### config.mk
export PLATFORM = sky130hd
export DESIGN_NAME = switch_bouncer
export DESIGN_NICKNAME = d
export VERILOG_FILES = /design/src/rtl/switch_bouncer_pkg.sv /design/src/rtl/switch_bouncer_lfsr8.sv /design/src/rtl/switch_bouncer.sv
export SDC_FILE = /design/constraint.sdc
export NUM_CORES = 1
export LEC_CHECK = 0
export ABC_AREA = 1
export BUFFER_PORTS_ARGS = -buffer_cell sky130_fd_sc_hd__clkbuf_2
export CAP_MARGIN = 20
export CORE_MARGIN = 2
export CORE_UTILIZATION = 57
export CTS_BUF_LIST = sky130_fd_sc_hd__clkbuf_16
export DETAILED_ROUTE_END_ITERATION = 16
export PLACE_DENSITY = 0.85
export SYNTH_ARGS = -nofsm -noshare
export SYNTH_HDL_FRONTEND = slang
export SYNTH_HIERARCHICAL = 1
export SYNTH_SLANG_ARGS = --single-unit
### constraint.sdc
create_clock -name clk -period 1.64 [get_ports clk]
set_clock_uncertainty 0.2 [all_clocks]
set_input_delay 0.328 -clock clk [delete_from_list [all_inputs] [get_ports clk]]
set_output_delay 0.328 -clock clk [all_outputs]
set_load 0.05 [all_outputs]
### src/rtl/switch_bouncer_pkg.sv
// ============================================================================
// switch_bouncer_pkg : shared FSM state type and LFSR constants
// Revision: 1.0
// ============================================================================
`default_nettype none

package switch_bouncer_pkg;

  typedef enum logic [1:0] {
    ST_IDLE   = 2'd0,
    ST_BOUNCE = 2'd1,
    ST_SETTLE = 2'd2
  } state_e;

  localparam logic [7:0] LFSR_SEED = 8'hA5;
  // x^8+x^6+x^5+x^4+1 taken from bits 7,5,4,3 of a left-shifting register
  localparam logic [7:0] LFSR_TAPS = 8'hB8;

  function automatic logic [7:0] lfsr_next(input logic [7:0] cur);
    return {cur[6:0], ^(cur & LFSR_TAPS)};
  endfunction

endpackage

`default_nettype wire

### src/rtl/switch_bouncer_lfsr8.sv
// ============================================================================
// lfsr8 : 8-bit Fibonacci LFSR that advances on en; built only with BOUNCE_LFSR_EN
// Revision: 1.0
// ============================================================================
`default_nettype none

`ifdef BOUNCE_LFSR_EN
module lfsr8
  import switch_bouncer_pkg::*;
(
  input  logic       clk,
  input  logic       rst,
  input  logic       en,
  output logic [7:0] q
);

  always_ff @(posedge clk or posedge rst) begin
    if (rst) begin
      q <= LFSR_SEED;
    end else if (en) begin
      q <= lfsr_next(q);
    end
  end

endmodule
`endif

`default_nettype wire

### src/rtl/switch_bouncer.sv
// ============================================================================
// switch_bouncer : emulates a bouncing mechanical switch driven by a clean cmd.
// Optional macro BOUNCE_LFSR_EN selects pseudo-random gaps instead of GAP.
// Revision: 1.0
// ============================================================================
`default_nettype none

module switch_bouncer
  import switch_bouncer_pkg::*;
#(
  parameter int BOUNCES = 3,
  parameter int GAP     = 4,
  parameter int GAP_W   = 3,
  parameter int HOLD    = 8
)(
  input  logic clk,
  input  logic rst,
  input  logic cmd,
  output logic o,
  output logic busy,
  output logic done
);

  if (BOUNCES < 1 || BOUNCES > 15) begin : g_bad_bounces
    $error("switch_bouncer: BOUNCES must be 1..15");
  end
  if (GAP < 1 || GAP > 255) begin : g_bad_gap
    $error("switch_bouncer: GAP must be 1..255");
  end
  if (GAP_W < 1 || GAP_W > 7) begin : g_bad_gap_w
    $error("switch_bouncer: GAP_W must be 1..7");
  end
  if (HOLD < 1 || HOLD > 255) begin : g_bad_hold
    $error("switch_bouncer: HOLD must be 1..255");
  end

  localparam int TOG_W  = $clog2(2 * BOUNCES + 1);
  localparam int HOLD_W = $clog2(HOLD + 1);
`ifdef BOUNCE_LFSR_EN
  localparam int GAP_CW = GAP_W + 1;
`else
  localparam int GAP_CW = $clog2(GAP + 1);
`endif

  localparam logic [TOG_W-1:0]  TOG_INIT  = TOG_W'(2 * BOUNCES);
  localparam logic [TOG_W-1:0]  TOG_ONE   = TOG_W'(1);
  localparam logic [HOLD_W-1:0] HOLD_INIT = HOLD_W'(HOLD);
  localparam logic [HOLD_W-1:0] HOLD_ONE  = HOLD_W'(1);
  localparam logic [GAP_CW-1:0] GAP_ONE   = GAP_CW'(1);

  state_e              r_state;
  logic                r_tgt;
  logic [TOG_W-1:0]    r_tog_cnt;
  logic [GAP_CW-1:0]   r_gap_cnt;
  logic [HOLD_W-1:0]   r_hold_cnt;
  logic [GAP_CW-1:0]   w_gap_load;

`ifdef BOUNCE_LFSR_EN
  localparam logic [7:0] GAP_MASK = 8'((1 << GAP_W) - 1);

  logic       w_gap_take;
  logic [7:0] w_lfsr_q;

  // Every gap value handed to the counter consumes one LFSR step; the final
  // toggle of a burst loads nothing, so it does not advance the sequence.
  assign w_gap_take = ((r_state == ST_IDLE) && (cmd != o)) ||
                      ((r_state == ST_BOUNCE) && (r_gap_cnt == GAP_ONE) &&
                       (r_tog_cnt != TOG_ONE));

  lfsr8 u_lfsr8 (
    .clk (clk),
    .rst (rst),
    .en  (w_gap_take),
    .q   (w_lfsr_q)
  );

  assign w_gap_load = GAP_CW'((w_lfsr_q & GAP_MASK) + 8'd1);
`else
  assign w_gap_load = GAP_CW'(GAP);
`endif

  always_ff @(posedge clk or posedge rst) begin
    if (rst) begin
      r_state    <= ST_IDLE;
      o          <= 1'b0;
      r_tgt      <= 1'b0;
      busy       <= 1'b0;
      done       <= 1'b0;
      r_tog_cnt  <= '0;
      r_gap_cnt  <= '0;
      r_hold_cnt <= '0;
    end else begin
      done <= 1'b0;
      case (r_state)
        ST_IDLE: begin
          if (cmd != o) begin
            r_tgt     <= cmd;
            o         <= cmd;
            r_tog_cnt <= TOG_INIT;
            r_gap_cnt <= w_gap_load;
            busy      <= 1'b1;
            r_state   <= ST_BOUNCE;
          end
        end
        ST_BOUNCE: begin
          if (r_gap_cnt == GAP_ONE) begin
            r_tog_cnt <= r_tog_cnt - TOG_ONE;
            if (r_tog_cnt == TOG_ONE) begin
              // Even toggle count: the last edge always lands on the target.
              o          <= r_tgt;
              r_gap_cnt  <= '0;
              r_hold_cnt <= HOLD_INIT;
              r_state    <= ST_SETTLE;
            end else begin
              o         <= ~o;
              r_gap_cnt <= w_gap_load;
            end
          end else begin
            r_gap_cnt <= r_gap_cnt - GAP_ONE;
          end
        end
        ST_SETTLE: begin
          if (r_hold_cnt == HOLD_ONE) begin
            r_hold_cnt <= '0;
            busy       <= 1'b0;
            done       <= 1'b1;
            r_state    <= ST_IDLE;
          end else begin
            r_hold_cnt <= r_hold_cnt - HOLD_ONE;
          end
        end
        default: begin
          busy    <= 1'b0;
          r_state <= ST_IDLE;
        end
      endcase
    end
  end

endmodule

`default_nettype wire

# After elaboration in Yosys (flattened, before gate mapping)
# Cells that the tools add are included.
# word_totals
register_bits	16
inputBits	3
out_inout_bits	3
word_cells	57
# op_classes
n_addsub	3
eq_ne	10
muxes	25
bitwise	2
n_reduce_logical	9
# op_table
op	n
two-way mux 3 bit	5
two-way mux 4 bit	3
one-hot mux 3 bit (2 select lines)	2
AND reduction 3 bit	3
two-way mux 2 bit	4
!= test 2 bit (second input constant)	4
one-hot mux 4 bit (2 select lines)	1
two-way mux 1 bit	7
equality test 3 x 1 -> 1 bit (second input constant)	2
one-hot mux 2 bit (3 select lines)	1
subtractor 3 x 1 -> 3 bit (second input constant)	2
equality test 4 x 1 -> 1 bit (second input constant)	1
AND reduction 2 bit	2
AND reduction 4 bit	1
nonzero test 2 bit	2
subtractor 4 x 1 -> 4 bit (second input constant)	1
one-hot mux 1 bit (3 select lines)	1
equality test 2 x 1 -> 1 bit (second input constant)	1
equality test 2 bit (second input constant)	1
zero test 2 bit	1
inverter 1 bit	2
one-hot mux 1 bit (2 select lines)	1
!= test 1 bit	1

# Depth between registers and ports, before layout
# depth
word_depth	4
mapped_depth	8
depth_no_buf	8

# Worst setup path before layout
# No wires, ideal clock.
# synth_path
path_type	reg-to-reg
from	reg o
to	reg o
setup_time_ps	119
arrival_time_ps	1199
required_time_ps	1321
path_slack_ps	123
path_stages_with_launch	8
n_path_buf	0
synth_period_minus_slack_ps	1517
path_cell_list	dfrtp_1 -> inv_1 -> nand2_1 -> nand2_1 -> nand2_2 -> nand2_2 -> nand3_1 -> nand2_1
# synth_via
elab_chain_cells	4
word_cells_on_any_way	7
classes_between	eq/ne: 2; mux: 3; bitwise: 1; reduce/logical: 1
# synth_lines
item	line_no	source
from (decl)	switch_bouncer.sv:19	output logic o,
from (signal assigned)	switch_bouncer.sv:98	o <= cmd;
from (signal assigned)	switch_bouncer.sv:110	o <= r_tgt;
from (signal assigned)	switch_bouncer.sv:115	o <= ~o;
inverter 1 bit	switch_bouncer.sv:115	
two-way mux 1 bit	switch_bouncer.sv:108	if (r_tog_cnt == TOG_ONE) begin
two-way mux 1 bit	switch_bouncer.sv:106	if (r_gap_cnt == GAP_ONE) begin
one-hot mux 1 bit (2 select lines)	switch_bouncer.sv:94	case (r_state)
# Parallel ways exist; a longest one is shown, timed or not. The select of a mux whose other input is x is not followed.
# A chain may end at the register's enable or synchronous reset.

# Final worst setup path
# layout_path
from	reg o
to	out o
# No word-level cell between the ends.

==> impl_metrics.tcl <==
set metrics [dict create \
    outcome "finished clean" \
    fin_hold_ws_ns 0.1740 \
    ant_nets 0 \
    hpwl_um 1155 \
    ys_seq_elements 16 \
    drv_slew 0 \
    clockBufferDepth 2 \
    drt_iter0_markers 17 \
    final_cells 136 \
    netlist_top_cells_count "nand2_1 (29), nand3_1 (18), inv_1 (17), dfrtp_1 (16), nor2_1 (7)" \
    leakage_nw 0.5473 \
    clock-sinks 16 \
    numPortBuffers 5 \
    total_power_w 0.001920 \
    grt_max_degree 17 \
    hold_class "primary input to register" \
    core_um2 1471 \
    required_ns 1.11 \
    synth.top_cell.area_share_pct 45.78 \
    start_kind "register" \
    seq_area_frac_synth_pct 45.78 \
    antenna_found_initial 0 \
    critPathKind "register to output port" \
    finalSetupViolCount 0 \
    drive_above_1_share_pct 12.50 \
    crit_fanout 4 \
    powerDensity_nw_per_um2 1889 \
    vias 723 \
    max_freq_ghz 0.6875 \
    n_antenna_cell 0 \
    drt-total-wl_um 1653 \
    dieHeight_um 43.17 \
    hold_viol_final 0 \
    insertion_delay_ns 0.25 \
    path_cells "clkbuf_2" \
    overflow 0 \
    worst_pin_slew_ns 0.2749 \
    synth_area_um2 874.6 \
    num_rows 14 \
    drv_cap 0 \
    cts-htree-levels 1 \
    clk_pin_slew_ns 0.05 \
    synth_largest_area_cell "dfrtp_1" \
    fin_crit_ns 1.455 \
    grt_first_pass_wirelength_um 3084 \
    io_pins 6 \
    gp_congestion 0.8260 \
    worst_path_max_delay_cell "dfrtp_1" \
    initial_utilization_pct 59.44 \
    ys_async_sr_fraction_pct 100.0 \
    crit_family "flip-flops" \
    yosysMostFrequentCell "nand2_1" \
    wl_per_cell_um 12.15 \
    numCtsBuffers 3 \
    crit_path_max_incr_delay_ns 0.38 \
    fin_area_um2 1016 \
    vdd_drop_max_v 0.001100 \
    synth_cell_types 13 \
    drc_errors 0 \
    multi_input_area_um2 410.4 \
    grt_usage_pct 23.29 \
    dp.cells 131 \
    ys_warn_count 6 \
    first_global_vias 732 \
    dieArea_um2 1864 \
    period_share_pct 88.69 \
    area_growth_pct 16.17 \
    synth_area_leaders "dfrtp_1 (46%), nand2_1 (12%), nand3_1 (10%)" \
    nFillCells 116 \
    die_w_um 43.17 \
    synthesis.nets 118 \
    viasPerCell 5.316 \
    synth_flop_cell "dfrtp_1" \
    rsz0062_at_grt "no" \
    regArea_um2 400.4 \
    drt_first_pass_iters 4 \
    slew_headroom_pct 81.75 \
    place_area_um2 927.1 \
    postSynthAreaPerCell_um2 8.024 \
    arrival_ns 0.93 \
    end_kind "output port" \
    nets 130 \
    crit_buf_inv 1 \
    synth_cells 109 \
    synth_edf_count 0 \
    cts-root-buf "clkbuf_16" \
    cts_tree "done" \
    fin_setup_tns_ns 0 \
]
==> metal layers <==
metal,share of wire (%),track usage [%],routed length (um),vias up
li1,-,-,-,364
met1,46,29.12,763,330
met2,46,35.22,753,24
met3,5.6,7.234,92,5
met4,2.6,13.33,43,0
met5,0,0,0,-
==> registers in the layout, indices dropped and copies added, names as in the netlist <==
signal / flops
busy: 1
done: 1
o: 1
r_gap_cnt: 3
r_hold_cnt: 4
r_state: 2
r_tgt: 1
r_tog_cnt: 3
==> cell usage in the layout (no fill, tap or decap) <==
cell,count
nor2_1,7
xnor2_1,1
inv_1,17
nand3_1,18
clkbuf_2,5
nand2_2,3
dlygate4sd3_1,1
buf_4,1
o21ai_0,5
nor2_4,1
nand2_1,29
o21ai_1,3
clkbuf_16,3
dfrtp_1,16
xor2_1,1
clkinv_1,1
nand2_4,2
ha_1,6
==> cells by family (layout without fill, tap and decap cells) <==
logic type | Yosys count | after routing | share of synthesized area, %
simple gates | 60 | 60 | 31.76
buf+inv | 17 | 28 | 7.296
flops | 16 | 16 | 45.78
compound gates | 8 | 8 | 4.577
fa+ha+maj | 6 | 6 | 8.583
xor+xnor | 2 | 2 | 2.003
==> path summary, 6_finish.rpt <==
| kind | startpoint | to | cells past startpoint | slack [ns] |
|---|---|---|---|---|
| worst max-delay path | o$_DFFE_PP0P_ | o | 1 | 0.19 |
| worst min register to register | r_tgt$_DFFE_PP0P_ | r_tgt$_DFFE_PP0P_ | 2 | 0.29 |
| worst max register to register | r_gap_cnt[1]$_DFFE_PP0P_ | o$_DFFE_PP0P_ | 8 | 0.21 |
| max in group asynchronous | rst | r_hold_cnt[1]$_DFFE_PP0P_ | 4 | 0.66 |
| worst min-delay path | cmd | r_tgt$_DFFE_PP0P_ | 3 | 0.17 |
| min in group asynchronous | rst | r_tog_cnt[2]$_DFFE_PP0P_ | 4 | 0.40 |
==> what timing repair did <==
item / 4_1_cts / 5_1_grt
hold buffers: 1 / 0
endpoints found under the hold margin: 16 / 0
gates resized for setup: 0 / 0
setup buffers: 0 / 0
==> report_power, final <==
group,internal [W],switching (W),total [W]
sequential,0.000542,0.000105,0.000647
combinational,0.000269,0.000517,0.000786
clock,0.000324,0.000162,0.000486
==> through the flow <==
stage	setup WS [ns]	util, %
6_report	0.1854	69.05
3_3_place_gp	0.2817	63.01
5_1_grt	0.07977	69.05
4_1_cts	0.1894	69.05
2_1_floorplan	0.1227	-
3_5_place_dp	0.2304	63.01
==> layout make-up <==
type	count	share of cell area [%]
multi-input cells	76	40.39
clock buffers	3	7.389
well taps	16	1.970
inverters	17	6.281
clock inverters	1	0.3695
flip-flops and latches	16	39.41
repair buffers	7	4.187
Note: power is estimated with default switching activity, not from simulation.
